`config.mk`:
```
export PLATFORM = sky130hd
export DESIGN_NAME = timer_tick_ctrl
export DESIGN_NICKNAME = d
export VERILOG_FILES = /design/src/rtl/timer_tick_ctrl_pkg.sv /design/src/rtl/timer_tick_ctrl_tick_prescaler.sv /design/src/rtl/timer_tick_ctrl.sv
export SDC_FILE = /design/constraint.sdc
export NUM_CORES = 1
export LEC_CHECK = 0
export BUFFER_PORTS_ARGS = -buffer_cell sky130_fd_sc_hd__buf_2
export CORE_MARGIN = 2
export CORE_UTILIZATION = 30
export CTS_BUF_LIST = sky130_fd_sc_hd__clkbuf_16
export DETAILED_ROUTE_END_ITERATION = 10
export GPL_TIMING_DRIVEN = 1
export HOLD_SLACK_MARGIN = 0.15
export PLACE_DENSITY = 0.52
export SETUP_SLACK_MARGIN = 0.4
export SLEW_MARGIN = 5
export SYNTH_ARGS = -nofsm -noshare
export SYNTH_HDL_FRONTEND = slang
export SYNTH_HIERARCHICAL = 1
export SYNTH_SLANG_ARGS = --single-unit
export TNS_END_PERCENT = 50
```
`constraint.sdc`:
```
create_clock -name clk -period 2.6 [get_ports clk]
set_input_delay 0.13 -clock clk [delete_from_list [all_inputs] [get_ports clk]]
set_output_delay 0.13 -clock clk [all_outputs]
set_load 0.02 [all_outputs]
```
`src/rtl/timer_tick_ctrl_pkg.sv`:
```
// Shared definitions for the timer blocks: state encodings and prescaler
// period derivation.
package timer_tick_ctrl_pkg;

  localparam logic [1:0] ST_IDLE  = 2'd0;
  localparam logic [1:0] ST_RUN   = 2'd1;
  localparam logic [1:0] ST_ALARM = 2'd2;

  function automatic int unsigned period_of(input int unsigned clk_hz,
                                            input int unsigned tick_hz);
    return clk_hz / tick_hz;
  endfunction

  function automatic int unsigned half_period_of(input int unsigned clk_hz,
                                                 input int unsigned tick_hz);
    return period_of(clk_hz, tick_hz) / 2;
  endfunction

endpackage

```
`src/rtl/timer_tick_ctrl_tick_prescaler.sv`:
```
// Free-running clock divider: 50% duty divided_clk plus a one-cycle tick
// strobe coinciding with each falling edge of divided_clk.
module tick_prescaler
  import timer_tick_ctrl_pkg::*;
#(
  parameter int unsigned CLK_HZ  = 50_000_000,
  parameter int unsigned TICK_HZ = 1
) (
  input  logic clk,
  input  logic rst,
  input  logic restart,
  output logic divided_clk,
  output logic tick
);

  localparam int unsigned PERIOD = period_of(CLK_HZ, TICK_HZ);
  localparam int unsigned HALF   = half_period_of(CLK_HZ, TICK_HZ);
  localparam int unsigned PRE_W  = (PERIOD > 2) ? $clog2(PERIOD) : 1;

  logic [PRE_W-1:0] pre_cnt_q, pre_cnt_d;
  logic             div_q, div_d;
  logic             tick_q, tick_d;

  always_comb begin
    pre_cnt_d = pre_cnt_q;
    tick_d    = 1'b0;
    if (restart) begin
      pre_cnt_d = '0;
    end else if (pre_cnt_q == PRE_W'(PERIOD - 1)) begin
      pre_cnt_d = '0;
      tick_d    = 1'b1;
    end else begin
      pre_cnt_d = pre_cnt_q + 1'b1;
    end
    // Decoded from the next count so the falling edge lines up with tick.
    div_d = (pre_cnt_d >= PRE_W'(HALF));
  end

  always_ff @(posedge clk or posedge rst) begin
    if (rst) begin
      pre_cnt_q <= '0;
      div_q     <= 1'b0;
      tick_q    <= 1'b0;
    end else begin
      pre_cnt_q <= pre_cnt_d;
      div_q     <= div_d;
      tick_q    <= tick_d;
    end
  end

  assign divided_clk = div_q;
  assign tick        = tick_q;

endmodule

```
`src/rtl/timer_tick_ctrl.sv`:
```
// Countdown timer in whole ticks; on expiry raises blink_en for ALARM_TICKS
// ticks to drive the LED blinker, which is clocked by divided_clk.
module timer_tick_ctrl
  import timer_tick_ctrl_pkg::*;
#(
  parameter int unsigned CLK_HZ      = 50_000_000,
  parameter int unsigned TICK_HZ     = 1,
  parameter int unsigned CNT_W       = 16,
  parameter int unsigned ALARM_TICKS = 10
) (
  input  logic             clk,
  input  logic             rst,
  input  logic             start,
  input  logic             stop,
  input  logic [CNT_W-1:0] load_value,
  output logic             divided_clk,
  output logic             tick,
  output logic             blink_en,
  output logic             busy,
  output logic             done,
  output logic [CNT_W-1:0] remaining
);

  localparam int unsigned ALARM_W = $clog2(ALARM_TICKS + 1);

  logic [1:0]         state_q, state_d;
  logic [CNT_W-1:0]   rem_q, rem_d;
  logic [ALARM_W-1:0] alarm_q, alarm_d;
  logic               done_q, done_d;
  logic               busy_q, blink_q;
  logic               restart;

  assign restart = start & ~stop;

  tick_prescaler #(
    .CLK_HZ (CLK_HZ),
    .TICK_HZ(TICK_HZ)
  ) u_prescaler (
    .clk        (clk),
    .rst        (rst),
    .restart    (restart),
    .divided_clk(divided_clk),
    .tick       (tick)
  );

  always_comb begin
    state_d = state_q;
    rem_d   = rem_q;
    alarm_d = alarm_q;
    done_d  = 1'b0;
    if (stop) begin
      state_d = ST_IDLE;
      rem_d   = '0;
    end else if (start) begin
      alarm_d = '0;
      if (load_value != '0) begin
        state_d = ST_RUN;
        rem_d   = load_value;
      end else begin
        state_d = ST_ALARM;
        rem_d   = '0;
        done_d  = 1'b1;
      end
    end else if (tick) begin
      case (state_q)
        ST_RUN: begin
          if (rem_q == CNT_W'(1)) begin
            rem_d   = '0;
            done_d  = 1'b1;
            state_d = ST_ALARM;
            alarm_d = '0;
          end else if (rem_q != '0) begin
            rem_d = rem_q - 1'b1;
          end
        end
        ST_ALARM: begin
          if (alarm_q == ALARM_W'(ALARM_TICKS - 1)) begin
            state_d = ST_IDLE;
            alarm_d = '0;
          end else begin
            alarm_d = alarm_q + 1'b1;
          end
        end
        default: ;
      endcase
    end
  end

  always_ff @(posedge clk or posedge rst) begin
    if (rst) begin
      state_q <= ST_IDLE;
      rem_q   <= '0;
      alarm_q <= '0;
      done_q  <= 1'b0;
      busy_q  <= 1'b0;
      blink_q <= 1'b0;
    end else begin
      state_q <= state_d;
      rem_q   <= rem_d;
      alarm_q <= alarm_d;
      done_q  <= done_d;
      busy_q  <= (state_d == ST_RUN);
      blink_q <= (state_d == ST_ALARM);
    end
  end

  assign busy      = busy_q;
  assign blink_en  = blink_q;
  assign done      = done_q;
  assign remaining = rem_q;

endmodule

```
==> results of run 1 <==
repair_timing:
action	4_1_cts	5_1_grt
resized for setup	6	5
pin swaps	3	0
gates cloned	0	0
setup endpoints to repair	1	18
buffers inserted	8	0
hold buffers	15	0
endpoints found under the hold margin	55	0
logic make-up after synthesis:
logic type | after synthesis | synth area share, %
AND/OR/NAND/NOR | 161 | 27.0
AO/OA/AOI/OAI | 90 | 20.1
flip-flops | 53 | 39.1
buffers and inverters | 33 | 4.79
XOR/XNOR | 20 | 5.16
adder cells (fa/ha/maj) | 8 | 2.95
multiplexers | 3 | 0.921
per-layer routing:
layer / part of all wire (%) / routed length (microns) / track usage [%]
met1: 47 / 4210 / 19.2
met5: 0 / 0 / 0
met3: 3.8 / 345 / 2.29
met4: 2.0 / 180 / 5.71
met2: 48 / 4320 / 26.8
power by group through the flow:
stage	Sequential [W]	Clock [W]	Combinational, W
after floorplan	0.000950	0	0.000192
after global placement	0.000940	0	0.000300
after detailed placement	0.000942	0	0.000300
after CTS	0.000921	0.000700	0.000358
after global routing	0.000929	0.000733	0.000404
final	0.000923	0.000674	0.000359
worst max path at each step:
stage	startpoint	end	depth (start not counted)	slack [ps]
finish	u_prescaler/pre_cnt_q[0]	u_prescaler/divided_clk	7	360
global route	u_prescaler/pre_cnt_q[16]	u_prescaler/divided_clk	6	230
CTS	u_prescaler/pre_cnt_q[1]	u_prescaler/divided_clk	7	380
detailed placement	u_prescaler/pre_cnt_q[12]	u_prescaler/divided_clk	6	210
global placement	u_prescaler/pre_cnt_q[12]	u_prescaler/divided_clk	6	270
floorplan	u_prescaler/pre_cnt_q[12]	u_prescaler/divided_clk	8	400
registers in the layout, indices dropped and copies added, names as in the netlist:
name	flops
u_prescaler/tick	1
alarm_q	4
state_q	2
busy	1
u_prescaler/pre_cnt_q	26
remaining	16
blink_en	1
done	1
u_prescaler/divided_clk	1
worst register-to-register path: cells and delay by family, from the launching register on:
kind / cells / cell delay (ps)
fa+ha+maj: 1 / 140
flops: 1 / 390
compound gates: 1 / 170
simple gates: 5 / 1450
metrics by stage:
stage | power, W | cells | instance area (sq um) | worst slack [ps]
CTS | 0.00198 | 576 | 4150 | 383
global route | 0.00207 | 576 | 4180 | 226
finish | 0.00196 | 576 | 4180 | 365
global placement | 0.00124 | 545 | 3770 | 268
floorplan | 0.00114 | 368 | 3400 | 397
detailed placement | 0.00124 | 545 | 3770 | 212
area by class of cell:
type,instances,area share [%]
inverters,17,1.53
repair buffers,76,12.2
flip-flops and latches,53,31.9
well taps,140,4.19
clock buffers,5,2.99
multi-input cells,282,46.8
clock inverters,3,0.509
placed cells by master (no fill, tap or decap), drive strengths merged, types with 3 or more instances in the layout:
cell type / synthesis / final
a32oi: 6 / 6
clkbuf: 10 / 5
nand4: 11 / 11
nor4: 12 / 12
o21ai: 17 / 17
nor3: 10 / 10
xor2: 10 / 10
nor3b: 3 / 3
or4: 4 / 4
a22o: 3 / 3
and3: 6 / 6
nor2: 41 / 41
or3: 10 / 10
nand2: 22 / 22
dfrtp: 53 / 53
and4: 5 / 5
xnor2: 10 / 10
o31ai: 4 / 4
buf: 5 / 61
a21o: 4 / 4
nand3: 18 / 18
ha: 8 / 8
nand3b: 3 / 3
dlygate4sd3: 0 / 15
and2: 7 / 7
inv: 17 / 18
a21oi: 17 / 17
a221o: 8 / 8
==> qor.csv, run 1 <==
metric,value,unit
vias per inst,5.41,
CP required,2820,ps
final core occ,38.2,%
worst r2r dst,u_prescaler/divided_clk,
Rel. slew slack,45.9,%
"CP delay by family, top",simple AND/OR/NAND/NOR gates,
Clk network pwr share,34.5,%
core area,10900,sq um
Storage cell area,1330,sq um
starting density of the core,31.0,%
n_diodes,0,
Period minus WS final,2240,ps
routability cong.,0.824,
total gr overflow,0,
switching share of power,29.4,%
reg2reg path depth,7,
Routed Antenna Nets,0,
hold endpoint,remaining[2],
drt total wl,9.05,mm
Routed WL per cell,15.7,microns
Crit Reg-Reg Startpoint,u_prescaler/pre_cnt_q[0],
fraction of layout cells with a size suffix above 1,23.2,%
Rows,38,
ys flop type,dfrtp_1,
Synth top area share,39.1,%
H-tree depth,2,
Post-Synthesis Cells,368,
global-route wire length before repair,14.7,mm
clk_lat worst skew,300,ps
footprint of the multi-input gates,1950,sq um
CTS buffer count,5,
crit-path max cell delay,590,ps
synthesized cell area,3390,sq um
cells taking the most area after synthesis,"dfrtp_1 (39%), nor2_1 (4.5%), ha_1 (2.9%)",
syn nets,396,
CTS tree,built,
"Slowest-stage cell, CP",or4_4,
most common library cells after synthesis,"dfrtp_1 (53), nor2_1 (41), nand2_1 (22), nand3_1 (18)",
WHS,180,ps
Final HPWL DP,6.54,mm
IO Port Bufs,40,
P per Cell Area,468,nW/um^2
hold_sp,load_value[2],
Vias,3118,
internal power,0.00138,W
"Slew Viols, Final",0,
initial antenna violation count,0,
Max Root-Sink Buffers,2,
Hold Path Stages,3,
status,"finished, final reports clean",
VDD IR max,0.242,mV
setup TNS,0,ps
router iterations before antenna repair,5,
asr flop ratio synth,100,%
"setup slack, reg-to-reg",360,ps
Die Area,12200,sq um
DR iter-0 viols,241,
Seq pwr share,47.2,%
crit path capture type,register,
Yosys top cell by area,dfrtp_1,
Worst-Margin Slew,808,ps
leakage,1.83,nW
"Distinct cells, synth",73,
combinational power share,18.3,%
Mean Syn Cell Area,9.22,sq um
fin crit share,86.0,%
I/O Pins,41,
worst path bufs/invs,0,
most common cell in the netlist,dfrtp_1,
Hold Fails Final Rpt,0,
DRC viols,0,
worst min path class,primary input to register,
Final Setup Violations,0,
Die Height,110,microns
# fillers,1114,
gr usage total,15.4,%
clock transition at the registers of the reported paths,70,ps
root buffer cell,clkbuf_16,
CP Cell Sequence,ha_4 -> nand4_1 -> or4_4 -> or4_4 -> and2_4 -> nand4b_1 -> a22oi_1,
Layout Skew,9.26,ps
max_cap viols,0,
clock sinks,53,
largest net degree at the start of global routing,26,
NetSw,0.000574,W
synthesis-stage register bit count,53,
CP Class,register to register,
"Seq/Total Area, Yosys",39.1,%
Worst Setup Start Kind,register,
vias in the first global route,3022,
overall die width,110,microns
final net count,463,
fmax,0.447,GHz
Post-synth EDFFs,0,
RSZ-0062 raised after global routing,yes,
CP Max Fanout,5,
critical path arrival,2450,ps
Layout area overhead,23.1,%
Yosys warning total,6,
"most used cell, CP",or4_4,
No activity file was read; power rests on OpenSTA's default activity.
==> inputs of run 2 (changes only) <==
--- a/config.mk
+++ b/config.mk
@@ -6,13 +6,15 @@
 export NUM_CORES = 1
 export LEC_CHECK = 0
 export BUFFER_PORTS_ARGS = -buffer_cell sky130_fd_sc_hd__buf_2
+export CELL_PAD_IN_SITES_DETAIL_PLACEMENT = 1
+export CELL_PAD_IN_SITES_GLOBAL_PLACEMENT = 2
 export CORE_MARGIN = 2
 export CORE_UTILIZATION = 30
 export CTS_BUF_LIST = sky130_fd_sc_hd__clkbuf_16
 export DETAILED_ROUTE_END_ITERATION = 10
-export GPL_TIMING_DRIVEN = 1
+export GPL_TIMING_DRIVEN = 0
 export HOLD_SLACK_MARGIN = 0.15
-export PLACE_DENSITY = 0.52
+export PLACE_DENSITY = 0.73
 export SETUP_SLACK_MARGIN = 0.4
 export SLEW_MARGIN = 5
 export SYNTH_ARGS = -nofsm -noshare
==> qor.csv, run 2 (synthesis results as in run 1) <==
metric,value,unit,change
highest metal layer with signal wires,met4,,
vias per inst,5.49,,+1.5%
H-tree depth,2,,unchanged
dpl cells,547,,+0.37%
Max Root-Sink Buffers,2,,unchanged
VDD IR max,0.293,mV,+21%
Hold Fails Final Rpt,0,,unchanged
P per Cell Area,474,nW/um^2,+1.3%
routability cong.,0.824,,about the same
met2 WL,5.14,mm,+19%
n_diodes,0,,unchanged
gr usage total,17.5,%,+2.1 points
total gr overflow,0,,unchanged
"setup slack, reg-to-reg",240,ps,-120 ps
fin crit share,90.6,%,+4.7 points
global-route wire length before repair,16.6,mm,+13%
Routed WL per cell,17.7,microns,+13%
CP Cell Sequence,buf_4 -> nand3_2 -> or4_4 -> buf_6 -> or3_4 -> a221oi_2 -> nand4b_1 -> a22oi_2,,
Layout area overhead,24.0,%,
fraction of layout cells with a size suffix above 1,22.9,%,-0.28 points
Setup crit start,u_prescaler/pre_cnt_q[7],,
final net count,464,,+0.22%
WL met1,4.71,mm,+12%
Worst Setup Start Kind,register,,
I/O Pins,41,,unchanged
CP Depth,8,,+1
Top reg by flops,u_prescaler/pre_cnt_q,,
Rel. slew slack,25.4,%,-21 points
max_cap viols,0,,unchanged
critical path arrival,2570,ps,+120 ps
leakage,1.84,nW,+0.53%
Die Area,12200,sq um,unchanged
clock sinks,53,,unchanged
max reg flops,26,,unchanged
Period minus WS final,2360,ps,+122 ps
Non-Filler Instances,577,,+0.17%
hold_sp,load_value[2],,
Rows,38,,unchanged
"Slew Viols, Final",0,,unchanged
root buffer cell,clkbuf_16,,
routed wl met3,263,microns,-24%
Vias,3169,,+1.6%
largest net degree at the start of global routing,29,,+12%
DRC viols,0,,unchanged
"most common cell after layout, fill and taps aside",dfrtp_1,,
DR iter-0 viols,84,,-65%
Worst-Margin Slew,1120,ps,+309 ps
starting density of the core,31.0,%,unchanged
CP Max Fanout,10,,+5
Final Setup Violations,0,,unchanged
worst min path class,primary input to register,,
vias in the first global route,3195,,+5.7%
Final HPWL DP,7.26,mm,+11%
CP Class,register to register,,
router iterations before antenna repair,4,,-1
Hold Path Stages,3,,unchanged
worst r2r dst,u_prescaler/divided_clk,,
initial antenna violation count,0,,unchanged
"CP delay by family, top",simple AND/OR/NAND/NOR gates,,
hold endpoint,remaining[2],,
crit path capture type,register,,
drt total wl,10.2,mm,+13%
"commonest cells after routing, fill and taps aside","dfrtp_1 (49), buf_2 (40), nor2_1 (40)",,
crit-path max cell delay,540,ps,-50 ps
WHS,184,ps,+3.97 ps
Die Height,110,microns,unchanged
IO Port Bufs,39,,-2.5%
Layout Skew,9.53,ps,+0.273 ps
PnR Total Power,0.00199,W,+2.0%
"Slowest-stage cell, CP",or4_4,,
overall die width,110,microns,unchanged
CP required,2820,ps,about the same
clock transition at the registers of the reported paths,70,ps,about the same
clk_lat worst skew,300,ps,about the same
reg2reg path depth,8,,+1
CTS buffer count,5,,unchanged
CTS tree,built,,
setup TNS,0,ps,unchanged
worst path bufs/invs,2,,+2
core area,10900,sq um,unchanged
Routed Antenna Nets,0,,unchanged
RSZ-0062 raised after global routing,yes,,
Crit Reg-Reg Startpoint,u_prescaler/pre_cnt_q[7],,
status,"finished, final reports clean",,
fmax,0.424,GHz,-5.2%
final core occ,38.5,%,+0.29 points
run 2: cell types whose count changed in the layout (fill, tap and decap cells not counted), sizes merged:
cell	before	now
clkbuf	5	15
dlygate4sd3	15	14
clkinv	1	0
inv	18	17
buf	61	52
dlymetal6s2s	0	1
clkinvlp	1	3
run 2: worst min-delay path: cells and delay by family:
| kind | cells | cell delay (ps) |
|---|---|---|
| AOI/OAI and AO/OA | 2 | 210 |
| buffers and inverters | 1 | 100 |
run 2: per-stage QoR:
step	worst slack [ps]	area, sq um
detailed placement	-75.9	3770
global placement	-49.0	3770
CTS	202	4150
global route	113	4210
finish	243	4210
floorplan	397	3400
run 2: final cells by class:
type | count | area [sq um]
multi-input combinational | 282 | 1990
sequential | 53 | 1330
timing repair buffer | 61 | 395
clock buffer | 5 | 125
buffer | 16 | 109
inverter | 17 | 63.8
clock inverter | 3 | 22.5
fill | 1312 | 6730
tap | 140 | 175
run 2: worst max path at each step:
| stage | endpoint |
|---|---|
| floorplan | u_prescaler/divided_clk |
| global placement | u_prescaler/divided_clk |
| detailed placement | u_prescaler/divided_clk |
| CTS | u_prescaler/divided_clk |
| global route | u_prescaler/divided_clk |
| finish | u_prescaler/divided_clk |
run 2: metal layers:
metal	track usage, %	up-vias
li1	-	1511
met1	23.1	1603
met2	30.6	47
met3	2.18	8
met4	4.02	0
met5	0	-
run 2: what timing repair did:
action                                  CTS  global route
hold endpoints to repair                 14             0
gates resized for setup                  12             9
setup buffers                             6             2
endpoints found under the setup margin   24            37
hold buffers                             14             0
pin swaps                                 4             2
run 2: where the power goes:
part / leakage, nW / internal [W] / switching (W) / total (W)
sequential: 0.715 / 0.000865 / 0.0000592 / 0.000924
clock: 0.0621 / 0.000358 / 0.000343 / 0.000701
combinational: 1.06 / 0.000154 / 0.000216 / 0.000370
==> inputs of run 3 (changes only) <==
--- a/config.mk
+++ b/config.mk
@@ -5,6 +5,7 @@
 export SDC_FILE = /design/constraint.sdc
 export NUM_CORES = 1
 export LEC_CHECK = 0
+export ABC_AREA = 1
 export BUFFER_PORTS_ARGS = -buffer_cell sky130_fd_sc_hd__buf_2
 export CELL_PAD_IN_SITES_DETAIL_PLACEMENT = 1
 export CELL_PAD_IN_SITES_GLOBAL_PLACEMENT = 2
@@ -14,7 +15,7 @@
 export DETAILED_ROUTE_END_ITERATION = 10
 export GPL_TIMING_DRIVEN = 0
 export HOLD_SLACK_MARGIN = 0.15
-export PLACE_DENSITY = 0.73
+export PLACE_DENSITY = 0.8
 export SETUP_SLACK_MARGIN = 0.4
 export SLEW_MARGIN = 5
 export SYNTH_ARGS = -nofsm -noshare
==> qor.csv, run 3 <==
metric,value,unit,change
status,"finished, final reports clean",,
core area,11600,sq um,+5.8%
Worst Setup Start Kind,register,,
"Slew Viols, Final",0,,unchanged
PnR Total Power,0.00207,W,+3.6%
setup TNS,0,ps,unchanged
vias per inst,4.81,,-12%
H-tree depth,2,,unchanged
total gr overflow,0,,unchanged
CP Cell Sequence,ha_1 -> nand2_2 -> nor2_4 -> nand2_4 -> o21ai_1 -> nand2_1 -> nor2_2 -> nand2_1 -> nor2_2 -> nand3_1 -> nand3_1 -> nand2_1 -> nand2_1,,
Vias,3552,,+12%
global-route wire length before repair,18.7,mm,+12%
leakage,2.21,nW,+20%
placed cell areas,3960,sq um,+5.0%
"Distinct cells, synth",34,,-53%
Layout area overhead,17.8,%,
"setup slack, reg-to-reg",680,ps,+440 ps
asr flop ratio synth,100,%,unchanged
Clk network pwr share,32.7,%,-2.4 points
Post-synth EDFFs,0,,unchanged
Crit Reg-Reg Startpoint,u_prescaler/pre_cnt_q[0],,
CP Max Fanout,7,,-3
I/O Pins,41,,unchanged
fraction of layout cells with a size suffix above 1,14.6,%,-8.3 points
synthesized cell area,3590,sq um,+5.7%
CTS tree,built,,
worst r2r dst,u_prescaler/divided_clk,,
critical path arrival,2160,ps,-410 ps
Seq pwr share,45.0,%,-1.3 points
starting density of the core,31.0,%,about the same
"most used cell, CP",nand2_1,,
NetSw,0.000687,W,+11%
routability cong.,0.828,,+0.50%
largest net degree at the start of global routing,29,,unchanged
Worst-Margin Slew,1120,ps,+2.63 ps
most common library cells after synthesis,"nand2_1 (191), nor2_1 (86), inv_1 (64), dfrtp_1 (53), nand3_1 (41)",,
combinational power share,22.4,%,+3.9 points
overall die width,113,microns,+2.7%
VDD IR max,0.268,mV,-8.6%
Post-Synthesis Cells,538,,+46%
Die Area,12800,sq um,+5.5%
"Slowest-stage cell, CP",dfrtp_1,,
Period minus WS final,1920,ps,-438 ps
Max Root-Sink Buffers,2,,unchanged
fmax,0.521,GHz,+23%
final core occ,36.5,%,-1.9 points
DR iter-0 viols,151,,+80%
Final HPWL DP,8.57,mm,+18%
cells taking the most area after synthesis,"dfrtp_1 (37%), nand2_1 (20%), nor2_1 (9.0%)",,
root buffer cell,clkbuf_16,,
ys flop type,dfrtp_1,,
Yosys top cell by area,dfrtp_1,,
max reg flops,26,,unchanged
worst path bufs/invs,0,,-2
Synth top area share,37.0,%,-2.1 points
Yosys warning total,6,,unchanged
Hold Path Stages,5,,+2
final net count,623,,+34%
clock transition at the registers of the reported paths,80,ps,about the same
switching share of power,33.2,%,+2.3 points
drt total wl,10.8,mm,+6.2%
Mean Syn Cell Area,6.67,sq um,-28%
vias in the first global route,3831,,+20%
Rows,39,,+2.6%
P per Cell Area,489,nW/um^2,+3.2%
CP Class,register to register,,
clk_lat worst skew,310,ps,about the same
reg2reg path depth,13,,+5
IO Port Bufs,39,,unchanged
syn nets,566,,+43%
Top reg by flops,u_prescaler/pre_cnt_q,,
DRC viols,0,,unchanged
# fillers,1499,,+14%
crit path capture type,register,,
CTS buffer count,5,,unchanged
Worst Setup EP,u_prescaler/divided_clk,,
Setup crit start,u_prescaler/pre_cnt_q[0],,
Routed WL per cell,14.7,microns,-17%
internal power,0.00138,W,+0.23%
max_cap viols,0,,unchanged
Routed Antenna Nets,0,,unchanged
gr usage total,18.4,%,+0.89 points
"CP delay by family, top",simple AND/OR/NAND/NOR gates,,
crit-path max cell delay,380,ps,-160 ps
synthesis-stage register bit count,53,,unchanged
Final Setup Violations,0,,unchanged
footprint of the multi-input gates,1990,sq um,unchanged
Die Height,113,microns,+2.7%
initial antenna violation count,0,,unchanged
RSZ-0062 raised after global routing,no,,
CP required,2840,ps,+20 ps
clock sinks,53,,unchanged
Layout Skew,9.05,ps,-0.477 ps
router iterations before antenna repair,4,,unchanged
fin crit share,73.8,%,-17 points
CP Depth,13,,+5
"most common cell after layout, fill and taps aside",nand2_1,,
"Seq/Total Area, Yosys",37.0,%,-2.1 points
"commonest cells after routing, fill and taps aside","nand2_1 (190), nor2_1 (83), inv_1 (66)",,
Storage cell area,1330,sq um,-0.38%
post-route cell area,4230,sq um,+0.42%
Rel. slew slack,25.3,%,-0.18 points
most common cell in the netlist,nand2_1,,
n_diodes,0,,unchanged
Hold Fails Final Rpt,0,,unchanged
worst min path class,primary input to register,,
run 3: power groups by stage:
stage               Clock (W)  Combinational (W)  Sequential [W]
global route         0.000731           0.000536        0.000936
CTS                  0.000706           0.000467        0.000928
finish               0.000676           0.000462        0.000929
floorplan                   0           0.000299        0.000953
detailed placement          0           0.000455        0.000944
global placement            0           0.000441        0.000940
run 3: cell type report:
type                       count  share of cell area [%]
multi-input combinational    412                    47.0
sequential                    53                    31.4
timing repair buffer          50                    7.10
inverter                      67                    6.07
tap                          143                    4.23
clock buffer                   5                    2.96
buffer                         6                   0.888
clock inverter                 3                   0.355
run 3: how the worst min path moves through the flow:
| stage | start | end | slack (ps) |
|---|---|---|---|
| after CTS | load_value[0] | remaining[0] | 150 |
| after detailed placement | load_value[5] | remaining[5] | 450 |
| after global routing | load_value[0] | remaining[0] | 180 |
| after global placement | load_value[5] | remaining[5] | 450 |
| after floorplan | rst | alarm_q[0] | 160 |
| final | load_value[4] | remaining[4] | 160 |
run 3: metrics by stage:
stage / worst slack (ps) / cells / hold WS (ps)
after floorplan: 847 / 538 / 157
after global placement: 111 / 720 / 446
after detailed placement: 104 / 720 / 451
after CTS: 413 / 737 / 153
after global routing: 399 / 739 / 181
final: 681 / 739 / 158
run 3: logic make-up after synthesis:
group           count (synthesis)  share of synthesized area [%]
buf+inv                        73                           8.06
mux                             1                          0.279
compound gates                 21                           3.52
flops                          53                           37.0
xor+xnor                       16                           3.91
fa+ha+maj                       8                           2.79
simple gates                  366                           44.5
run 3: worst min-delay path, cell delays in order:
cell and delay [ps]:
buf_2 90, nand2_1 60, nand2_1 70, nand2_1 50, nand2_1 50
run 3: layer usage:
metal  track usage [%]  wire (microns)
met5                 0               0
met4              4.55             134
met3              3.32             237
met2              33.6            5560
met1              22.3            4910
run 3: timing repair:
item	4_1_cts	5_1_grt
resized for setup	1	7
buffers inserted	0	2
endpoints found under the hold margin	26	0
hold buffers	9	0
setup endpoints to repair	1	1
pin swaps	0	3
